### src/rtl/reg_file_if.sv
// -----------------------------------------------------------------------------
// reg_file_if : write/read bus bundle for reg_file (one write port, two read ports)
// Rev 1.0
// -----------------------------------------------------------------------------
`default_nettype none
`timescale 1ns/1ps

interface reg_file_if #(
   parameter int WIDTH = 32,
   parameter int AW    = 5
);
   logic             We;
   logic [AW-1:0]    Wn;
   logic [WIDTH-1:0] D;
   logic [AW-1:0]    Rna;
   logic [AW-1:0]    Rnb;
   logic [WIDTH-1:0] Qa;
   logic [WIDTH-1:0] Qb;

   modport master (
      output We, Wn, D, Rna, Rnb,
      input  Qa, Qb
   );

   modport slave (
      input  We, Wn, D, Rna, Rnb,
      output Qa, Qb
   );
endinterface

`default_nettype wire

### src/rtl/reg_file.sv
// -----------------------------------------------------------------------------
// reg_file : 2**AW x WIDTH register file, register 0 hard-wired to zero,
//            async-cleared flops, two combinational read ports, no bypass
// Rev 1.0
// -----------------------------------------------------------------------------
`default_nettype none
`timescale 1ns/1ps

module reg_file #(
   parameter int WIDTH = 32,
   parameter int AW    = 5
) (
   input  wire logic  Clk,
   input  wire logic  Rst,
   reg_file_if.slave  bus
);
   localparam int c_NREG = 2 ** AW;

   logic [WIDTH-1:0] regs_q [c_NREG];
   logic [WIDTH-1:0] regs_d [c_NREG];

   // Write-enable mux sits in front of D; entry 0 is forced to zero so it never changes.
   always_comb begin
      for (int i = 0; i < c_NREG; i++) begin
         regs_d[i] = regs_q[i];
      end
      if (bus.We && (bus.Wn != '0)) begin
         regs_d[bus.Wn] = bus.D;
      end
      regs_d[0] = '0;
   end

   always_ff @(posedge Clk or posedge Rst) begin
      if (Rst) begin
         for (int i = 0; i < c_NREG; i++) begin
            regs_q[i] <= '0;
         end
      end else begin
         for (int i = 0; i < c_NREG; i++) begin
            regs_q[i] <= regs_d[i];
         end
      end
   end

   // Reads come straight from the flops: a same-cycle write is visible only after the edge.
   assign bus.Qa = regs_q[bus.Rna];
   assign bus.Qb = regs_q[bus.Rnb];
endmodule

`default_nettype wire

### src/flat_wrapper.sv
// flat-port wrapper written by rule: the top's interface ports become plain ports
module reg_file_flat 
#(
   parameter int WIDTH = 32,
   parameter int AW    = 5
)
  (Clk, Rst, bus_We, bus_Wn, bus_D, bus_Rna, bus_Rnb, bus_Qa, bus_Qb);
  reg_file_if #(.WIDTH(WIDTH), .AW(AW)) bus_i ();
  input  wire logic Clk;
  input  wire logic Rst;
  input wire logic [$bits(bus_i.We)-1:0] bus_We;
  input wire logic [$bits(bus_i.Wn)-1:0] bus_Wn;
  input wire logic [$bits(bus_i.D)-1:0] bus_D;
  input wire logic [$bits(bus_i.Rna)-1:0] bus_Rna;
  input wire logic [$bits(bus_i.Rnb)-1:0] bus_Rnb;
  output wire logic [$bits(bus_i.Qa)-1:0] bus_Qa;
  output wire logic [$bits(bus_i.Qb)-1:0] bus_Qb;
  assign bus_i.We = bus_We;
  assign bus_i.Wn = bus_Wn;
  assign bus_i.D = bus_D;
  assign bus_i.Rna = bus_Rna;
  assign bus_i.Rnb = bus_Rnb;
  assign bus_Qa = bus_i.Qa;
  assign bus_Qb = bus_i.Qb;
  reg_file #(.WIDTH(WIDTH), .AW(AW)) u_core (.Clk(Clk), .Rst(Rst), .bus(bus_i));
endmodule
### config.mk
export PLATFORM = sky130hd
export DESIGN_NAME = reg_file_flat
export DESIGN_NICKNAME = d
export VERILOG_FILES = /design/src/rtl/reg_file_if.sv /design/src/rtl/reg_file.sv /design/src/flat_wrapper.sv
export SDC_FILE = /design/constraint.sdc
export NUM_CORES = 2
export LEC_CHECK = 0
export BUFFER_PORTS_ARGS = -buffer_cell sky130_fd_sc_hd__buf_2
export CORE_MARGIN = 3
export CORE_UTILIZATION = 39
export DETAILED_ROUTE_END_ITERATION = 7
export GPL_ROUTABILITY_DRIVEN = 0
export PLACE_DENSITY = 0.64
export REMOVE_ABC_BUFFERS = 1
export SYNTH_ARGS = -nofsm -noshare
export SYNTH_HDL_FRONTEND = slang
export SYNTH_SLANG_ARGS = --single-unit
### constraint.sdc
create_clock -name Clk -period 28.4 [get_ports Clk]
set_input_delay 1.42 -clock Clk [delete_from_list [all_inputs] [get_ports Clk]]
set_output_delay 1.42 -clock Clk [all_outputs]
set_load 0.02 [all_outputs]
==> results.py <==
metrics = {
    "floorplan": {
        "io_pins": 114,
        "rows": 134,
        "die_area_mm2": 0.141,
        "start_util_pct": 39.6,
        "die_h_um": 375,
        "die_w_um": 375,
        "core_mm2": 0.134,
    },
    "critical_path": {
        "slowest_stage": "o31ai_1",
        "crit_family": "buffers and inverters",
        "cp.required_ps": 26980,
        "crit_type": "in -> out",
        "critPathMaxFanout": 57,
        "slowest_delay_ps": 1000,
        "cp_num_buf_inv": 4,
        "r2r-end": "u_core.regs_q[361]$_DFFE_PP0P_",
        "reg2reg_slack_ps": 27580,
        "cp.arrival_ps": 5320,
        "reg2regPathDepth": 1,
        "cp-start-kind": "input port",
        "path_cells": "buf_8, buf_4, buf_4, mux2i_1, o22ai_1, a211oi_1, o31ai_1, buf_2",
        "worst_r2r_startpoint": "u_core.regs_q[361]$_DFFE_PP0P_",
        "end_kind": "output port",
        "crit_top_cell": "buf_4",
    },
    "clock_tree": {
        "cts-buffers-inserted": 110,
        "clkTransAtPathRegs_ps": 60,
        "cts_max_path_buffers": 3,
        "ctsHoldBuffers": 0,
        "cts_setup_buffers": 0,
        "root_buffer": "clkbuf_16",
        "clk_latency_ps": 690,
        "cts_sinks": 992,
        "htreeDepth": 3,
        "post_cts_resized": 0,
        "cts_tree": "built",
    },
    "final_layout": {
        "reg_top3": "u_core.regs_q x992",
        "mostFrequentLayoutCell": "mux2_2",
        "fin_nets": 3559,
        "final_cell_mix": "mux2_2, dfrtp_1, mux4_2",
        "largest_register_ff_count": 992,
        "top_register": "u_core.regs_q",
        "final_cells": 5361,
        "area_growth_syn_to_layout_pct": 10.4,
        "antenna_cells": 0,
        "post-route-util_pct": 43.7,
        "drive_above_1_share_pct": 50.9,
    },
    "run": {
        "max_cap_violations": 0,
    },
    "placement": {
        "dp_slack_ps": 21700,
        "dp_hpwl_um": 92600,
        "port_buffers": 113,
        "place_inst": 5165,
    },
    "logic_synthesis": {
        "yosys_warnings": 0,
        "synth-main-ff-cell": "dfrtp_1",
        "synth_cells": 3598,
        "synth-seq-area-share_pct": 46.7,
        "avgSynthCellArea_um2": 14.8,
        "synth_seq_cells": 992,
        "yosysTopAreaCell": "dfrtp_1",
        "synth_top_area_share_pct": 46.7,
        "synth_area_mm2": 0.0532,
        "ys_types": 30,
        "synth.top_cells.by_area": "dfrtp_1, mux2_2, mux4_2",
        "synth_edf_count": 0,
        "synth-async-reset-ratio_pct": 100,
    },
    "hold_path": {
        "hold_depth": 1,
        "min_to": "u_core.regs_q[632]$_DFFE_PP0P_",
        "hold_class": "reg -> reg",
        "hold_start": "u_core.regs_q[632]$_DFFE_PP0P_",
    },
    "global_routing": {
        "met1_usage_pct": 32.4,
        "antenna_found_initial": 5,
        "grt.busiest_layer": "met2",
        "grt_pass1_wl_um": 243000,
        "grt_use_total_pct": 23.2,
        "gr-total-overflow": 0,
        "use_met2_pct": 36.9,
        "gr-usage-met3_pct": 4.16,
        "grt_pass1_vias": 34700,
        "grt_max_degree": 172,
    },
    "route": {
        "drt-total-wl_um": 165000,
        "ant_nets": 0,
        "drt_pass1_iterations": 7,
        "avgViaCountPerCell": 6.34,
        "remaining_drc_errors": 0,
        "initialDrtViolationCount": 3304,
        "vias": 34000,
        "post_drt_wl_per_cell_um": 30.8,
    },
    "status": {
        "status": "finished clean",
    },
    "timing": {
        "timing.slew.headroom_pct": 20.1,
        "maxSlewViolCount": 0,
        "period_share_pct": 23.7,
        "setup_viol": 0,
        "max_freq_ghz": 0.148,
        "worst_pin_slew_ps": 1190,
        "hold_ws_ps": 501,
        "worst_slack_ps": 21660,
        "final_hold_viol_count": 0,
        "finClkSkew_ps": 0,
        "post-route-min-period_ps": 6740,
        "rsz0062_at_grt": "false",
    },
    "power": {
        "vdd_drop_max_uv": 48.9,
        "p_leak_nw": 25.4,
        "p_per_area_mw_per_mm2": 71.6,
    },
}
==> through the flow <==
stage | cell area [µm²] | TNS (ps) | power, W
after floorplan | 51400 | -921760 | 0.00250
after CTS | 58700 | 0 | 0.00422
final | 58700 | 0 | 0.00420
after global routing | 58700 | 0 | 0.00438
after detailed placement | 55100 | 0 | 0.00278
after global placement | 55100 | 0 | 0.00274
==> layer usage <==
layer / part of all wire [%] / wire, µm / up-vias
li1: - / - / 13800
met1: 43 / 71200 / 18500
met2: 47 / 77200 / 1402
met3: 7.2 / 11900 / 306
met4: 3.1 / 5090 / 2
met5: 0.0048 / 8 / -
==> synth_stat cells, drive strengths merged, types with 64 or more instances <==
cell       n
a22o     191
o31ai     64
dfrtp    992
and2      66
clkbuf   209
mux4     384
mux2    1055
a211oi    64
buf      187
o21ai     64
mux2i    194
o22ai     64
==> how the worst max path moves through the flow <==
stage / to / start / slack [ps] / cells after the start
after global placement: bus_Qb[28] / bus_Rnb[0] / 21720 / 8
after detailed placement: bus_Qb[28] / bus_Rnb[0] / 21700 / 8
final: bus_Qb[28] / bus_Rnb[0] / 21660 / 8
after global routing: bus_Qb[28] / bus_Rnb[0] / 21440 / 8
after floorplan: u_core.regs_q[0]$_DFFE_PP0P_ / Rst / -930 / 1
after CTS: bus_Qb[28] / bus_Rnb[0] / 21710 / 8
==> cells by family after synthesis <==
kind of cell	after synthesis	share of synthesized area, %
and+or+nand+nor	127	1.35
buffers and inverters	399	3.43
muxes	1633	42.2
DFF	992	46.7
AOI/OAI and AO/OA	447	6.31
==> area by class of cell <==
cell class / instances / area, µm²
clock inverters: 33 / 358
inverters: 3 / 18.8
well taps: 1768 / 2210
fillers: 12100 / 75700
repair buffers: 195 / 1290
flip-flops and latches: 992 / 24800
multi-input cells: 2207 / 26800
clock buffers: 163 / 3250
==> where the power goes <==
group | internal [W] | total (W) | switching [W]
Clock | 0.000849 | 0.00144 | 0.000594
Combinational | 0.000510 | 0.000871 | 0.000361
Sequential | 0.00169 | 0.00189 | 0.000198
Note: power is estimated with default switching activity, not from simulation.
